===== config.mk =====
export PLATFORM = sky130hd
export DESIGN_NAME = iter_shifter_flat
export DESIGN_NICKNAME = d
export VERILOG_FILES = /design/src/rtl/iter_shifter_if.sv /design/src/rtl/iter_shifter.sv /design/src/flat_wrapper.sv
export SDC_FILE = /design/constraint.sdc
export NUM_CORES = 1
export LEC_CHECK = 0
export ABC_AREA = 0
export BUFFER_PORTS_ARGS = -buffer_cell sky130_fd_sc_hd__buf_2
export CAP_MARGIN = 5
export CORE_MARGIN = 8
export CORE_UTILIZATION = 27
export DETAILED_ROUTE_END_ITERATION = 10
export MAX_ROUTING_LAYER = met4
export PLACE_DENSITY = 0.57
export SYNTH_ARGS = -nofsm -noshare
export SYNTH_HDL_FRONTEND = slang
export SYNTH_SLANG_ARGS = --single-unit

===== constraint.sdc =====
create_clock -name clk -period 2.85 [get_ports clk]
set_clock_uncertainty 0.1 [all_clocks]
set_input_delay 0.855 -clock clk [delete_from_list [all_inputs] [get_ports clk]]
set_output_delay 0.855 -clock clk [all_outputs]
set_load 0.02 [all_outputs]

===== src/rtl/iter_shifter_if.sv =====
// Request/response bundle for the iterative shifter.
// The shift-type field is called op_type because "type" is a reserved word.
interface iter_shifter_if #(
  parameter int unsigned XLEN = 32
);
  localparam int unsigned SHW = $clog2(XLEN);

  logic            flush;
  logic            in_valid;
  logic            in_ready;
  logic [XLEN-1:0] a;
  logic [SHW-1:0]  shamt;
  logic [1:0]      op_type;
  logic            out_valid;
  logic            out_ready;
  logic [XLEN-1:0] r;
  logic            busy;

  modport master (
    output flush, in_valid, a, shamt, op_type, out_ready,
    input  in_ready, out_valid, r, busy
  );

  modport slave (
    input  flush, in_valid, a, shamt, op_type, out_ready,
    output in_ready, out_valid, r, busy
  );
endinterface


===== src/rtl/iter_shifter.sv =====
// Multi-cycle shifter: SLL/SRL/SRA/ROR, at most STEP bit positions per BUSY cycle.
// One operation in flight; valid/ready on both sides; synchronous flush.
module iter_shifter #(
  parameter int unsigned XLEN = 32,
  parameter int unsigned STEP = 4
) (
  input logic           clk,
  input logic           rst_n,
  iter_shifter_if.slave bus
);
  localparam int unsigned SHW = $clog2(XLEN);

  localparam logic [1:0] TySll = 2'b00;
  localparam logic [1:0] TySrl = 2'b01;
  localparam logic [1:0] TySra = 2'b11;

  typedef enum logic [1:0] {StIdle, StBusy, StDone} state_e;

  state_e          state_q, state_d;
  logic [XLEN-1:0] data_q, data_d;
  logic [SHW-1:0]  rem_q, rem_d;
  logic [1:0]      type_q, type_d;
  logic            sign_q, sign_d;

  logic [XLEN-1:0] step_res;
  logic [SHW:0]    k;
  logic [SHW-1:0]  rem_nxt;
  logic            accept;

  assign accept = (state_q == StIdle) && bus.in_valid && !bus.flush;

  // Per-step shift distance k = min(STEP, rem); one bit wider so STEP == XLEN fits.
  always_comb begin
    k = {1'b0, rem_q};
    if (k > (SHW+1)'(STEP)) k = (SHW+1)'(STEP);
  end

  // k never exceeds rem, so the truncation to SHW bits is lossless.
  assign rem_nxt = rem_q - k[SHW-1:0];

  // Small mux of constant shifts by 1..STEP instead of a full barrel shifter.
  always_comb begin
    step_res = data_q;
    for (int unsigned j = 1; j <= STEP; j++) begin
      if (k == (SHW+1)'(j)) begin
        case (type_q)
          TySll:   step_res = data_q << j;
          TySrl:   step_res = data_q >> j;
          TySra:   step_res = (data_q >> j) | (sign_q ? ~({XLEN{1'b1}} >> j) : '0);
          default: step_res = (data_q >> j) | (data_q << (XLEN - j));
        endcase
      end
    end
  end

  // FSM state register.
  always_ff @(posedge clk or negedge rst_n) begin
    if (!rst_n) begin
      state_q <= StIdle;
    end else begin
      state_q <= state_d;
    end
  end

  // FSM next state; flush beats both accept and consume.
  always_comb begin
    state_d = state_q;
    unique case (state_q)
      StIdle: begin
        if (accept) state_d = (bus.shamt == '0) ? StDone : StBusy;
      end
      StBusy: begin
        if (bus.flush)          state_d = StIdle;
        else if (rem_nxt == '0) state_d = StDone;
      end
      StDone: begin
        if (bus.flush || bus.out_ready) state_d = StIdle;
      end
      default: state_d = StIdle;
    endcase
  end

  // FSM outputs; r is forced to zero outside DONE.
  always_comb begin
    bus.in_ready  = (state_q == StIdle);
    bus.out_valid = (state_q == StDone);
    bus.busy      = (state_q != StIdle);
    bus.r         = (state_q == StDone) ? data_q : '0;
  end

  // Datapath next state: load on accept, step while BUSY.
  always_comb begin
    data_d = data_q;
    rem_d  = rem_q;
    type_d = type_q;
    sign_d = sign_q;
    if (accept) begin
      data_d = bus.a;
      rem_d  = bus.shamt;
      type_d = bus.op_type;
      sign_d = bus.a[XLEN-1];
    end else if (state_q == StBusy && !bus.flush) begin
      data_d = step_res;
      rem_d  = rem_nxt;
    end
  end

  // Datapath registers.
  always_ff @(posedge clk or negedge rst_n) begin
    if (!rst_n) begin
      data_q <= '0;
      rem_q  <= '0;
      type_q <= '0;
      sign_q <= 1'b0;
    end else begin
      data_q <= data_d;
      rem_q  <= rem_d;
      type_q <= type_d;
      sign_q <= sign_d;
    end
  end

endmodule


===== src/flat_wrapper.sv =====
// flat-port wrapper written by rule: the top's interface ports become plain ports
module iter_shifter_flat 
#(
  parameter int unsigned XLEN = 32,
  parameter int unsigned STEP = 4
)
  (clk, rst_n, bus_flush, bus_in_valid, bus_a, bus_shamt, bus_op_type, bus_out_ready, bus_in_ready, bus_out_valid, bus_r, bus_busy);
  iter_shifter_if #(.XLEN(XLEN)) bus_i ();
  input logic clk;
  input logic rst_n;
  input wire logic [$bits(bus_i.flush)-1:0] bus_flush;
  input wire logic [$bits(bus_i.in_valid)-1:0] bus_in_valid;
  input wire logic [$bits(bus_i.a)-1:0] bus_a;
  input wire logic [$bits(bus_i.shamt)-1:0] bus_shamt;
  input wire logic [$bits(bus_i.op_type)-1:0] bus_op_type;
  input wire logic [$bits(bus_i.out_ready)-1:0] bus_out_ready;
  output wire logic [$bits(bus_i.in_ready)-1:0] bus_in_ready;
  output wire logic [$bits(bus_i.out_valid)-1:0] bus_out_valid;
  output wire logic [$bits(bus_i.r)-1:0] bus_r;
  output wire logic [$bits(bus_i.busy)-1:0] bus_busy;
  assign bus_i.flush = bus_flush;
  assign bus_i.in_valid = bus_in_valid;
  assign bus_i.a = bus_a;
  assign bus_i.shamt = bus_shamt;
  assign bus_i.op_type = bus_op_type;
  assign bus_i.out_ready = bus_out_ready;
  assign bus_in_ready = bus_i.in_ready;
  assign bus_out_valid = bus_i.out_valid;
  assign bus_r = bus_i.r;
  assign bus_busy = bus_i.busy;
  iter_shifter #(.XLEN(XLEN), .STEP(STEP)) u_core (.clk(clk), .rst_n(rst_n), .bus(bus_i));
endmodule

==> flow_metrics.env, run 1 <==
export IMPL_start_util_pct=27.7
export IMPL_synth_nets=557
export IMPL_criticalPathCategory="flip-flop to output pin"
export IMPL_busiest_layer="met2"
export IMPL_fin_util_pct=33.1
export IMPL_final_nets=617
export IMPL_cts_repair_resized=0
export IMPL_dr_pass1_iters=6
export IMPL_outcome="completed"
export IMPL_max_freq_ghz=0.396
export IMPL_synth_seq_cells=42
export IMPL_cts_sinks=42
export IMPL_gp_congestion=0.913
export IMPL_post_cts_buffers=0
export IMPL_peakVddDrop_v=0.000338
export IMPL_worst_ep_required_time_ns=1.90
export IMPL_core_area_um2=14600
export IMPL_syn_avg_cell_area_um2=7.90
export IMPL_synth_edff_count=0
export IMPL_ys_types=73
export IMPL_rrSetupSlack_ns=0.38
export IMPL_drv_slew=0
export IMPL_slew_headroom_pct=42.1
export IMPL_p_leak_nw=2.05
export IMPL_clkLatencyLatePin_ns=0.31
export IMPL_cts_root_buf="clkbuf_16"
export IMPL_met1_usage_pct=19.8
export IMPL_cts_buffer_depth=2
export IMPL_wire_per_inst_um=20.8
export IMPL_grt_pass1_wl_mm=25.2
export IMPL_drt_iter0_drc=590
export IMPL_yosysSeqAreaShare_pct=26.0
export IMPL_fp_dieW_um=138
export IMPL_overflow=0
export IMPL_tns_ns=0
export IMPL_die_h_um=138
export IMPL_yosysWarnings=0
export IMPL_io_pins=79
export IMPL_drc_errors=0
export IMPL_async_reset_ff_share_pct=100
export IMPL_met3_usage_pct=3.90
export IMPL_grt_max_degree=41
export IMPL_rsz0062_at_grt="no"
export IMPL_syn_cell_area_um2=4040
export IMPL_n_antenna_cell=0
export IMPL_die_area_um2=19100
export IMPL_cts_hold_buf=0
export IMPL_post_place_ws_ns=0.418
export IMPL_final_seq_area_um2=1050
export IMPL_syn_inst=512
export IMPL_htreeDepth=2
export IMPL_final_min_clock_period_ns=2.52
export IMPL_synth_flop_cell="dfrtp_1"
export IMPL_ant_nets=0
export IMPL_fill_cells=1516
export IMPL_drive_gt1_share_pct=24.6
export IMPL_cts_buffers=5
export IMPL_vias=4603
export IMPL_slowest_stage="dfrtp_1"
export IMPL_final_setup_viol_count=0
export IMPL_hp_class="input port to async pin"
export IMPL_placementRows=44
export IMPL_dp_hpwl_mm=10.8
export IMPL_port_buffers=78
export IMPL_syn2layout_area_growth_pct=19.6
export IMPL_clkTransAtPathRegs_ns=0.07
export IMPL_pwr_density_cell_nw_per_um2=1150
export IMPL_maxCapViolCount=0
export IMPL_multi_input_area_um2=2730
export IMPL_endpoint_kind="output pin"
export IMPL_layout_commonest_cell="buf_2"
export IMPL_viasPerCell=6.08
export IMPL_timing_final_crit_share_pct=88.6
export IMPL_antenna_found_initial=0
export IMPL_tritoncts="built"
export IMPL_finalHoldViolCount=0
export IMPL_slowest_delay_ns=0.41
export IMPL_place_area_um2=4640
export IMPL_layout_common_cells="buf_2 (78), nand2_1 (50), dfrtp_1 (42), and2_1 (36), a21oi_1 (30)"
export IMPL_arrival_ns=1.57
export IMPL_final_cell_area_um2=4840
export IMPL_wirelength_mm=15.8
export IMPL_setup_slack_ns=0.326
export IMPL_hold_ws_ns=0.374
export IMPL_path_max_fanout=33
export IMPL_path_cells="nor2b_2 > buf_4 > and2_1 > buf_2"
export IMPL_crit_path_start_kind="flip-flop"
export IMPL_grt_use_total_pct=16.3
export IMPL_met2_usage_pct=25.5
export IMPL_tightestPinTransition_ns=0.865
export IMPL_grt_pass1_vias=4693
cells in the mapped netlist, types with 6 or more instances:
cell type	n	area, µm²
nand2_1	50	188
dfrtp_1	42	1050
and2_1	36	225
a21oi_1	30	150
o21ai_0	28	140
nand3_1	27	135
o21ai_1	24	120
clkbuf_1	23	86.3
a22oi_1	22	165
buf_2	20	100
nor2_1	20	75.1
nor3_1	15	75.1
o21a_1	12	90.1
a211oi_1	10	75.1
a31oi_1	10	62.6
nor3b_1	8	60.1
nor2b_1	7	43.8
a311oi_1	6	52.6
inv_1	6	22.5
mux2i_1	6	60.1
mux4_2	6	135
per-layer routing:
| layer | vias to the layer above | wire [µm] |
|---|---|---|
| met5 | - | 0 |
| met4 | 0 | 413 |
| met3 | 43 | 1180 |
| met2 | 260 | 7350 |
| met1 | 2242 | 6830 |
| li1 | 2058 | - |
worst max-delay path, delay by kind of cell, from the launching register on:
kind / cells / cell delay (ns)
buffers and inverters: 2 / 0.48
AND/OR/NAND/NOR: 2 / 0.38
flip-flops: 1 / 0.41
stage by stage:
step / instances / total power, mW
3_5_place_dp: 749 / 4.72
2_1_floorplan: 512 / 3.74
6_report: 757 / 5.57
4_1_cts: 757 / 5.53
3_3_place_gp: 749 / 4.68
5_1_grt: 757 / 5.96
report_power, final:
| group | switching, mW | internal [mW] | leakage (nW) |
|---|---|---|---|
| registers | 0.532 | 0.868 | 0.519 |
| clock network | 0.272 | 0.504 | 0.0940 |
| logic | 2.06 | 1.34 | 1.44 |
| total | 2.86 | 2.71 | 2.05 |
cell type report:
| class | instances | share of cell area (%) |
|---|---|---|
| clock buffers | 5 | 2.59 |
| clock inverters | 3 | 1.42 |
| inverters | 6 | 0.466 |
| multi-input cells | 412 | 56.5 |
| flip-flops and latches | 42 | 21.7 |
| well taps | 184 | 4.76 |
| repair buffers | 105 | 12.5 |
flip-flops by register name (all words and copies together) (netlist names):
signal          flops
u_core.data_q      32
u_core.rem_q        5
u_core.state_q      2
u_core.type_q       2
u_core.sign_q       1
cells by family (layout without fill, tap and decap cells):
group / Yosys count / count (layout) / synth area share, %
AOI/OAI and AO/OA: 199 / 199 / 34.2
buffers and inverters: 58 / 119 / 6.93
DFF: 42 / 42 / 26.0
adders and majority gates: 1 / 1 / 0.309
and+or+nand+nor: 199 / 199 / 27.7
muxes: 12 / 12 / 4.83
other: 1 / 1 / 0.0928
worst paths after layout:
path | cells past startpoint | endpoint | startpoint
max | 4 | bus_r[27] | u_core.state_q[1]
min | 1 | u_core.sign_q | rst_n
max reg2reg | 5 | u_core.data_q[31] | u_core.rem_q[3]
min reg2reg | 2 | u_core.sign_q | u_core.sign_q
max in group asynchronous | 2 | u_core.data_q[15] | rst_n
min in group clk | 2 | u_core.sign_q | u_core.sign_q
(Power assumes the default switching activity.)
==> inputs of run 2 (changes only) <==
ABC_AREA = 1   (was 0)
==> run 2 against run 1 <==
Area after synthesis increased by 1.8%. Cell count is 24% higher. Sequential share of layout area grew 0.15 points. First-iteration DRC count shrank 24%. Power grew 2.0%. Combinational power grew 12%. Sequential cell count unchanged. Synthesized cell count up 34%. Non-clock buffer count decreased by 13. Clock-buffer cell count up 3. Largest cell class unchanged. Critical path depth is 2 higher. Die area increased by 1.6%.
==> flow_metrics.env, run 2 <==
export IMPL_outcome="completed"
export IMPL_fp_dieW_um=139
export IMPL_cts_sinks=42
export IMPL_cts_repair_resized=0
export IMPL_placementRows=45
export IMPL_yosysSeqAreaShare_pct=25.5
export IMPL_pwr_density_cell_nw_per_um2=1180
export IMPL_min_from="u_core.sign_q"
export IMPL_tightestPinTransition_ns=0.750
export IMPL_endpoint_kind="output pin"
export IMPL_drt_iter0_drc=446
export IMPL_worstRegToRegCells=9
export IMPL_tns_ns=0
export IMPL_cts_root_buf="clkbuf_16"
export IMPL_maxCapViolCount=0
export IMPL_synth_flop_cell="dfrtp_1"
export IMPL_grt_max_degree=44
export IMPL_synth_seq_cells=42
export IMPL_max_freq_ghz=0.397
export IMPL_timing_final_crit_share_pct=88.3
export IMPL_fin_util_pct=32.0
export IMPL_worst_ep_required_time_ns=1.90
export IMPL_layout_commonest_cell="nand2_1"
export IMPL_arrival_ns=1.56
export IMPL_dp_cells=930
export IMPL_final_setup_viol_count=0
export IMPL_slowest_delay_ns=0.45
export IMPL_grt_pass1_vias=4646
export IMPL_port_buffers=78
export IMPL_synthMuxAreaShare_pct=0
export IMPL_cts_buffer_depth=2
export IMPL_drive_gt1_share_pct=20.0
export IMPL_criticalPathCategory="flip-flop to output pin"
export IMPL_hp_class="flip-flop to flip-flop"
export IMPL_top_regs="u_core.data_q (32), u_core.rem_q (5)"
export IMPL_yosys_area_top_type="dfrtp_1"
export IMPL_antenna_found_initial=0
export IMPL_overflow=0
export IMPL_viasPerCell=5.01
export IMPL_final_min_clock_period_ns=2.52
export IMPL_vias=4696
export IMPL_cts_hold_buf=0
export IMPL_final_cells=938
export IMPL_rrSetupSlack_ns=0.66
export IMPL_syn_cell_area_um2=4110
export IMPL_grt_pass1_wl_mm=23.7
export IMPL_gp_congestion=0.878
export IMPL_total_power_mw=5.68
export IMPL_largest_register_ffs=32
export IMPL_wirelength_mm=14.2
export IMPL_async_reset_ff_share_pct=100
export IMPL_path_cells="inv_1 > nor2_1 > inv_1 > buf_4 > nor2_1 > buf_2"
export IMPL_synth_adder_area_share_pct=0.304
export IMPL_syn_inst=687
export IMPL_r2r_start="u_core.rem_q[4]"
export IMPL_fill_cells=1703
export IMPL_die_h_um=139
export IMPL_finalHoldViolCount=0
export IMPL_slew_headroom_pct=49.9
export IMPL_synth_compound_area_share_pct=9.03
export IMPL_path_buf_inv=4
export IMPL_clkLatencyLatePin_ns=0.29
export IMPL_final_nets=794
export IMPL_start_util_pct=27.4
export IMPL_crit_path_start_kind="flip-flop"
export IMPL_core_area_um2=15000
export IMPL_io_pins=79
export IMPL_syn2layout_area_growth_pct=16.8
export IMPL_n_antenna_cell=0
export IMPL_tritoncts="built"
export IMPL_hold_ws_ns=0.398
export IMPL_crit_reg2reg_capture="u_core.data_q[15]"
export IMPL_path_max_fanout=15
export IMPL_die_area_um2=19400
export IMPL_rsz0062_at_grt="no"
export IMPL_drc_errors=0
export IMPL_ys_top_cells_by_area="dfrtp_1 (26%), nand2_1 (22%), nand3_1 (18%)"
export IMPL_synth_edff_count=0
export IMPL_ant_nets=0
export IMPL_htreeDepth=2
export IMPL_clkTransAtPathRegs_ns=0.06
export IMPL_layout_common_cells="nand2_1 (240), nand3_1 (145), buf_2 (78), nor2_1 (53), inv_1 (48)"
export IMPL_slowest_stage="dfrtp_1"
export IMPL_synth_nets=732
export IMPL_yosysWarnings=0
export IMPL_synth_xor_area_share_pct=0
export IMPL_ys_types=32
export IMPL_dr_pass1_iters=5
export IMPL_hold_depth=2
export IMPL_grt_use_total_pct=14.9
export IMPL_post_cts_buffers=0
export IMPL_drv_slew=0
export IMPL_crit_family="buffers and inverters"
export IMPL_cts_buffers=5
export IMPL_ys_top_cells_by_count="nand2_1 (240), nand3_1 (145), nor2_1 (53), inv_1 (48), dfrtp_1 (42)"
export IMPL_wire_per_inst_um=15.1
export IMPL_p_leak_nw=2.63
export IMPL_holdPathEnd="u_core.sign_q"
export IMPL_yosysMostFrequentCell="nand2_1"
export IMPL_dp_hpwl_mm=10.3
export IMPL_peakVddDrop_v=0.000335
export IMPL_regMostFlops="u_core.data_q"
export IMPL_synth_top_area_share_pct=25.5
export IMPL_synth_top_family_by_area="simple AND/OR/NAND/NOR gates"
export IMPL_syn_avg_cell_area_um2=5.99
export IMPL_synth_simple_area_share_pct=54.3
run 2: cell types whose count changed in the layout (fill, tap and decap cells not counted), sizes merged, moves of 13 or more:
cell   previous run  this run
o21ai            53        21
nor2             23        67
nand3            27       147
nand2            51       256
buf             105        92
and2             36         0
inv               6        56
a22oi            22         0
run 2: per-layer routing:
metal  track usage (%)  wire length, µm
met2              23.8             6680
met4              4.10              147
met3              1.71              636
met5                 -                0
met1              19.6             6700
run 2: worst register-to-register path, cell delays in order (launching register included):
cell and delay, ns:
dfrtp_1 0.41, nor2_4 0.20, nand2_8 0.22, nor2_8 0.24, nand2_2 0.40, nand3_1 0.23
nand3_1 0.09, nand2_1 0.11, nand2_1 0.07, o21ai_2 0.06
run 2: cell type report:
| class | instances | area, µm² | area share, % |
|---|---|---|---|
| clock buffer | 8 | 166 | 3.46 |
| inverter | 56 | 210 | 4.38 |
| multi-input combinational | 552 | 2620 | 54.5 |
| sequential | 42 | 1050 | 21.9 |
| tap | 188 | 235 | 4.90 |
| timing repair buffer | 92 | 520 | 10.8 |
run 2: logic make-up after synthesis:
family | count (synthesis)
flip-flops | 42
other | 1
adder cells (fa/ha/maj) | 1
AO/OA/AOI/OAI | 63
AND/OR/NAND/NOR | 487
buffers and inverters | 93
run 2: where the power goes:
part | switching [mW] | internal, mW | total (mW)
Sequential | 0.351 | 0.881 | 1.23
Clock | 0.244 | 0.397 | 0.641
Combinational | 2.56 | 1.26 | 3.81
run 2: stage by stage:
stage               cell area (µm²)  setup WS [ns]
detailed placement             4640          0.591
CTS                            4800          0.307
finish                         4800          0.334
global placement               4640          0.615
floorplan                      4110          0.393
global route                   4800          0.188
run 2: how the worst max path moves through the flow:
stage	cells after the start	to	start	slack (ns)
2_1_floorplan	5	bus_r[10]	u_core.state_q[1]	0.39
3_3_place_gp	7	u_core.rem_q[2]	bus_flush	0.61
3_5_place_dp	9	u_core.state_q[0]	bus_flush	0.59
4_1_cts	6	bus_r[30]	u_core.state_q[1]	0.31
5_1_grt	6	bus_r[30]	u_core.state_q[1]	0.19
6_report	6	bus_r[30]	u_core.state_q[1]	0.33
